==> src/rtl/vdp_cmd_ctrl.sv <==
`default_nettype none
// +----------------------------------------------------------------------------+
// | vdp_cmd_ctrl : VDP command/data-port controller (VRAM, CRAM, registers).   |
// | Optional VDP_CMD_STATS_EN enables the saturating drop_cnt counter.         |
// | Revision: 1.0                                                              |
// +----------------------------------------------------------------------------+
module vdp_cmd_ctrl #(
  parameter int ADDR_W  = 14,
  parameter int CRAM_AW = 5,
  parameter int NREG_W  = 4
) (
  input  logic               clk,
  input  logic               reset_L,
  input  logic               cmd_valid,
  input  logic [15:0]        cmd_word,
  input  logic               dwr_valid,
  input  logic [7:0]         dwr_byte,
  input  logic               drd_valid,
  output logic [7:0]         rd_buf,
  output logic               busy,
  output logic               vram_req,
  output logic               vram_we,
  output logic [ADDR_W-1:0]  vram_addr,
  output logic [7:0]         vram_wdata,
  input  logic               vram_ack,
  input  logic [7:0]         vram_rdata,
  output logic               cram_we,
  output logic [CRAM_AW-1:0] cram_addr,
  output logic [7:0]         cram_wdata,
  output logic               reg_we,
  output logic [NREG_W-1:0]  reg_idx,
  output logic [7:0]         reg_wdata,
  output logic               overrun,
  output logic [7:0]         drop_cnt
);

  typedef enum logic [1:0] {
    S_IDLE     = 2'd0,
    S_RD_FETCH = 2'd1,
    S_WR_STORE = 2'd2
  } state_t;

  localparam logic [1:0]        c_ev_none = 2'd0;
  localparam logic [1:0]        c_ev_cmd  = 2'd1;
  localparam logic [1:0]        c_ev_dwr  = 2'd2;
  localparam logic [1:0]        c_ev_drd  = 2'd3;
  localparam logic [ADDR_W-1:0] c_addr_one = ADDR_W'(1);

  state_t              r_state;
  logic [ADDR_W-1:0]   r_addr;
  logic [1:0]          r_code;
  logic [7:0]          r_rd_buf;
  logic                r_pend_valid;
  logic [1:0]          r_pend_type;
  logic [15:0]         r_pend_data;
  logic                r_vram_req;
  logic                r_vram_we;
  logic [ADDR_W-1:0]   r_vram_addr;
  logic [7:0]          r_vram_wdata;
  logic                r_cram_we;
  logic [CRAM_AW-1:0]  r_cram_addr;
  logic [7:0]          r_cram_wdata;
  logic                r_reg_we;
  logic [NREG_W-1:0]   r_reg_idx;
  logic [7:0]          r_reg_wdata;
  logic                r_overrun;

  logic [1:0]          w_in_type;
  logic [15:0]         w_in_data;
  logic [1:0]          w_lower_drops;
  logic                w_idle;
  logic                w_slot_full;
  logic                w_in_dropped;
  logic                w_to_slot;
  logic                w_exec_pend;
  logic [1:0]          w_exec_type;
  logic [15:0]         w_exec_data;
  logic [1:0]          w_drops;
  logic [ADDR_W-1:0]   w_cmd_addr;
  logic [ADDR_W-1:0]   w_addr_inc;

  // Priority select: cmd > dwr > drd; losing strobes are counted as drops.
  always_comb begin
    w_in_type     = c_ev_none;
    w_in_data     = 16'h0000;
    w_lower_drops = 2'd0;
    if (cmd_valid) begin
      w_in_type     = c_ev_cmd;
      w_in_data     = cmd_word;
      w_lower_drops = {1'b0, dwr_valid} + {1'b0, drd_valid};
    end else if (dwr_valid) begin
      w_in_type     = c_ev_dwr;
      w_in_data     = {8'h00, dwr_byte};
      w_lower_drops = {1'b0, drd_valid};
    end else if (drd_valid) begin
      w_in_type     = c_ev_drd;
    end
  end

  assign w_idle       = (r_state == S_IDLE);
  assign w_slot_full  = !w_idle && r_pend_valid;
  assign w_exec_pend  = w_idle && r_pend_valid;
  assign w_in_dropped = (w_in_type != c_ev_none) && w_slot_full;
  // A held event runs first; a fresh event arriving in that same cycle takes its place.
  assign w_to_slot    = (w_in_type != c_ev_none) && !w_slot_full && !(w_idle && !r_pend_valid);
  assign w_exec_type  = w_exec_pend ? r_pend_type : (w_idle ? w_in_type : c_ev_none);
  assign w_exec_data  = w_exec_pend ? r_pend_data : w_in_data;
  assign w_drops      = w_lower_drops + {1'b0, w_in_dropped};
  assign w_cmd_addr   = ADDR_W'({w_exec_data[5:0], w_exec_data[15:8]});
  assign w_addr_inc   = r_addr + c_addr_one;

  always_ff @(posedge clk) begin
    if (!reset_L) begin
      r_state      <= S_IDLE;
      r_addr       <= '0;
      r_code       <= 2'd0;
      r_rd_buf     <= 8'h00;
      r_pend_valid <= 1'b0;
      r_pend_type  <= c_ev_none;
      r_pend_data  <= 16'h0000;
      r_vram_req   <= 1'b0;
      r_vram_we    <= 1'b0;
      r_vram_addr  <= '0;
      r_vram_wdata <= 8'h00;
      r_cram_we    <= 1'b0;
      r_cram_addr  <= '0;
      r_cram_wdata <= 8'h00;
      r_reg_we     <= 1'b0;
      r_reg_idx    <= '0;
      r_reg_wdata  <= 8'h00;
      r_overrun    <= 1'b0;
    end else begin
      r_reg_we  <= 1'b0;
      r_cram_we <= 1'b0;
      if (w_drops != 2'd0) r_overrun <= 1'b1;

      if (w_to_slot) begin
        r_pend_valid <= 1'b1;
        r_pend_type  <= w_in_type;
        r_pend_data  <= w_in_data;
      end else if (w_exec_pend) begin
        r_pend_valid <= 1'b0;
      end

      case (r_state)
        S_RD_FETCH: begin
          if (vram_ack) begin
            r_rd_buf   <= vram_rdata;
            r_addr     <= w_addr_inc;
            r_vram_req <= 1'b0;
            r_state    <= S_IDLE;
          end
        end
        S_WR_STORE: begin
          if (vram_ack) begin
            r_addr     <= w_addr_inc;
            r_vram_req <= 1'b0;
            r_state    <= S_IDLE;
          end
        end
        default: begin
          case (w_exec_type)
            c_ev_cmd: begin
              r_code <= w_exec_data[7:6];
              r_addr <= w_cmd_addr;
              if (w_exec_data[7:6] == 2'd0) begin
                r_state     <= S_RD_FETCH;
                r_vram_req  <= 1'b1;
                r_vram_we   <= 1'b0;
                r_vram_addr <= w_cmd_addr;
              end else if (w_exec_data[7:6] == 2'd2) begin
                r_reg_we    <= 1'b1;
                r_reg_idx   <= w_exec_data[NREG_W-1:0];
                r_reg_wdata <= w_exec_data[15:8];
              end
            end
            c_ev_dwr: begin
              r_rd_buf <= w_exec_data[7:0];
              if (r_code == 2'd3) begin
                r_cram_we    <= 1'b1;
                r_cram_addr  <= r_addr[CRAM_AW-1:0];
                r_cram_wdata <= w_exec_data[7:0];
                r_addr       <= w_addr_inc;
              end else begin
                r_state      <= S_WR_STORE;
                r_vram_req   <= 1'b1;
                r_vram_we    <= 1'b1;
                r_vram_addr  <= r_addr;
                r_vram_wdata <= w_exec_data[7:0];
              end
            end
            c_ev_drd: begin
              r_state     <= S_RD_FETCH;
              r_vram_req  <= 1'b1;
              r_vram_we   <= 1'b0;
              r_vram_addr <= r_addr;
            end
            default: ;
          endcase
        end
      endcase
    end
  end

`ifdef VDP_CMD_STATS_EN
  logic [7:0] r_drop_cnt;
  logic [8:0] w_drop_sum;

  assign w_drop_sum = {1'b0, r_drop_cnt} + {7'd0, w_drops};

  always_ff @(posedge clk) begin
    if (!reset_L)          r_drop_cnt <= 8'h00;
    else if (w_drop_sum[8]) r_drop_cnt <= 8'hFF;
    else                   r_drop_cnt <= w_drop_sum[7:0];
  end

  assign drop_cnt = r_drop_cnt;
`else
  assign drop_cnt = 8'h00;
`endif

  assign busy       = !w_idle || r_pend_valid;
  assign rd_buf     = r_rd_buf;
  assign vram_req   = r_vram_req;
  assign vram_we    = r_vram_we;
  assign vram_addr  = r_vram_addr;
  assign vram_wdata = r_vram_wdata;
  assign cram_we    = r_cram_we;
  assign cram_addr  = r_cram_addr;
  assign cram_wdata = r_cram_wdata;
  assign reg_we     = r_reg_we;
  assign reg_idx    = r_reg_idx;
  assign reg_wdata  = r_reg_wdata;
  assign overrun    = r_overrun;

endmodule
`default_nettype wire

==> config.mk <==
export PLATFORM = sky130hd
export DESIGN_NAME = vdp_cmd_ctrl
export DESIGN_NICKNAME = d
export VERILOG_FILES = /design/src/rtl/vdp_cmd_ctrl.sv
export SDC_FILE = /design/constraint.sdc
export NUM_CORES = 1
export LEC_CHECK = 0
export CAP_MARGIN = 15
export CORE_MARGIN = 4
export CORE_UTILIZATION = 45
export DETAILED_ROUTE_END_ITERATION = 10
export PLACE_DENSITY = 0.71
export SLEW_MARGIN = 15
export SYNTH_ARGS = -nofsm -noshare
export SYNTH_HDL_FRONTEND = slang
export SYNTH_SLANG_ARGS = --single-unit
==> constraint.sdc <==
create_clock -name clk -period 3.5 [get_ports clk]
set_input_delay 0.875 -clock clk [delete_from_list [all_inputs] [get_ports clk]]
set_output_delay 0.875 -clock clk [all_outputs]
set_load 0.01 [all_outputs]
==> metrics.txt <==
outcome finished, final reports clean; setup TNS 0 ns; Power Density 773 nW/um^2; final setup fails 0; CP Depth 5; die area between 10000 and 15000 sq um; Req. time, crit path 2.62 ns; drt pass-1 iters 5; clk buf depth 2; DRC 0; Total Routing Usage GR 0.222; post-synthesis sequential area ratio 0.388; YS warnings 0; Worst Hold Class flip-flop to flip-flop; final instance area ~6300 sq um; pre-CTS worst setup slack a little under 0.2 ns; slowest cell on the critical path clkdlybuf4s50_1; Iter 0 DRT Violations 460; Max rail drop VDD 0.344 mV; Final Util 0.581; Crit. End Element output port; Initial Utilization 0.461; ys flop type dfxtp_1; Synth top area share 0.388; critical path type flip-flop to output port; Yosys top cell by area dfxtp_1; Reg clk slew, reported paths 0.11 ns; CP max FO 12; ys async rst share 0; fin worst setup slack 0.538 ns; max_cap viols 0; static leakage 2.37 nW; Largest stage delay, worst path 0.55 ns; clock share of power 0.145; main area contributors after synthesis dfxtp_1 (39%), mux2i_1 (8.4%), nor2_1 (5.3%); Post-Route WL between 10000 and 15000 microns; Area Overhead vs Synth 26.1%; worst-margin pin slew 0.791 ns; DRT antenna net count 0; clock skew 0.0140 ns; Mean Syn Cell Area slightly below 9 sq um; CORE AREA 10800 sq um; Int Power about 2.8 mW; Sw Share 0.433; Hold Path Depth 2; DR vias around 4600; clk root buf clkbuf_8; total gr overflow 0; delay-heaviest family, CP buffers and inverters; share of cells above drive strength 1 0.122; DPL Wire Length ~10000 microns; max frequency 338 MHz; PortBufs 98; Post-Syn Instances 570; # clock sinks 97; Fin. Hold Viols 0; number of flops mapped to enable cells by yosys 0; dpl cell area 6120 sq um; Placer Congestion approximately 0.86; P_sw ~2.1 mW; Final min period 2.96 ns; CTS resizes 0; CP arrival about 2.1 ns; Rel. slew slack 0.473; initial antenna violation count 0; num rows 38; Max H-tree Level 3; final count of pins violating max slew 0; Die X about 110 microns; first-pass GRT wire length 22900 microns; final net count 707; postcts setup bufs 0; DIE HEIGHT 113 microns; Seq cells post-synth 97; CTS tree done; Reg2Reg Depth 7; num ports 107; Comb power frac 0.516; DR WL/cell 17.6 microns; dominant cell by count in the synthesized netlist dfxtp_1; final cycle utilization of the critical path 0.846; CP cell instances inv_1 -> ha_1 -> buf_4 -> nand2_1 -> clkdlybuf4s50_1; vias per cell 5.75; startpoint types flip-flop; vias in the first global route 4380; crit path buf inv count 3; largest net degree at the start of global routing 30; sequential power share 0.339; CTS Buf Count 9; Yosys cell types 72; Antenna diodes 0; worst reg2reg setup slack slightly above 0.8 ns; Mapped Area 5000 sq um; unrepaired setup endpoints after global routing no; Post-synth top cells dfxtp_1 (97), nor2_1 (70), nand2_1 (62), mux2i_1 (42), a21oi_1 (39); cts hold-fix bufs 0; Clk Latency, worst-skew pair 0.38 ns
-- cell families (layout without fill, tap and decap cells) --
logic type | Yosys count | in the layout | share of synthesized area
buffers and inverters | 64 | 152 | 0.0678
adders and majority gates | 9 | 9 | 0.0225
and+or+nand+nor | 203 | 203 | 0.197
other | 1 | 8 | 0.000750
xor gates and xnor gates | 1 | 1 | 0.00175
muxes | 43 | 43 | 0.0863
AOI/OAI and AO/OA | 152 | 152 | 0.235
DFF | 97 | 97 | 0.388
-- power by group through the flow --
| stage | clock network (mW) | logic [mW] | registers (mW) |
|---|---|---|---|
| floorplan | 0 | 1.65 | 1.66 |
| global placement | 0 | 2.43 | 1.66 |
| detailed placement | 0 | 2.49 | 1.67 |
| CTS | 0.722 | 2.50 | 1.65 |
| global route | 0.768 | 2.74 | 1.69 |
| finish | 0.708 | 2.51 | 1.65 |
-- registers in the layout (all words and copies together), names as in the netlist, 5 cells and up --
register	flops
r_pend_data	16
r_addr	14
vram_addr	14
cram_wdata	8
rd_buf	8
reg_wdata	8
vram_wdata	8
cram_addr	5
-- worst register-to-register path, stage by stage, from the launching register on --
cell and delay (ns):
dfxtp_1 0.34, inv_1 0.10, ha_1 0.43, nand2_4 0.30, a2bb2oi_2 0.28, o32ai_2 0.55, nand2_2 0.29, a31o_2 0.31
-- final cells by class --
cell class | instances | area (sq um)
clock buffers | 9 | 124
clock inverters | 7 | 58.8
fillers | 993 | 4540
inverters | 11 | 41.3
multi-input cells | 416 | 2750
flip-flops and latches | 97 | 1940
well taps | 140 | 175
repair buffers | 125 | 1210
-- final timing paths --
check,from,to
setup / recovery,r_state[0],busy
hold reg to reg,vram_req,vram_req
hold / removal,vram_req,vram_req
setup reg to reg,r_state[0],vram_addr[7]
-- layer usage --
| layer | wire length [microns] | global-route usage |
|---|---|---|
| met5 | 0 | 0 |
| met4 | 432 | 0.0954 |
| met3 | 982 | 0.0430 |
| met2 | 6650 | 0.350 |
| met1 | 6100 | 0.299 |
-- placed cells by master, fill, tap and decap left out, types with 3 or more instances in the layout --
cell type,Yosys,layout
nand3_1,17,17
mux2i_1,42,42
nor4_1,6,6
and3_1,10,10
clkdlybuf4s50_1,0,98
a211oi_1,10,10
nand3b_1,7,7
o221a_1,3,3
clkbuf_8,0,9
a2bb2oi_1,4,4
nor2_1,70,70
a21oi_2,6,6
buf_4,12,25
a311oi_1,14,14
or2_2,3,3
a21o_1,6,6
ha_1,9,9
a211oi_2,6,6
a211o_1,3,3
a22oi_1,5,5
dfxtp_1,97,97
a21oi_1,39,39
inv_6,0,3
nor3_1,4,4
o21ai_2,5,5
o21bai_1,3,3
o21ai_0,8,8
inv_1,10,9
o211ai_1,8,8
conb_1,1,8
nand2_1,62,62
a31oi_1,10,10
-- per-stage QoR --
step	hold WS [ns]	total power [mW]	cells
5_1_grt	0.484	5.20	805
3_5_place_dp	0.448	4.16	789
3_3_place_gp	0.441	4.09	789
6_report	0.463	4.87	805
4_1_cts	0.463	4.87	805
2_1_floorplan	0.432	3.31	577
Power figures use the tool's default switching activity.
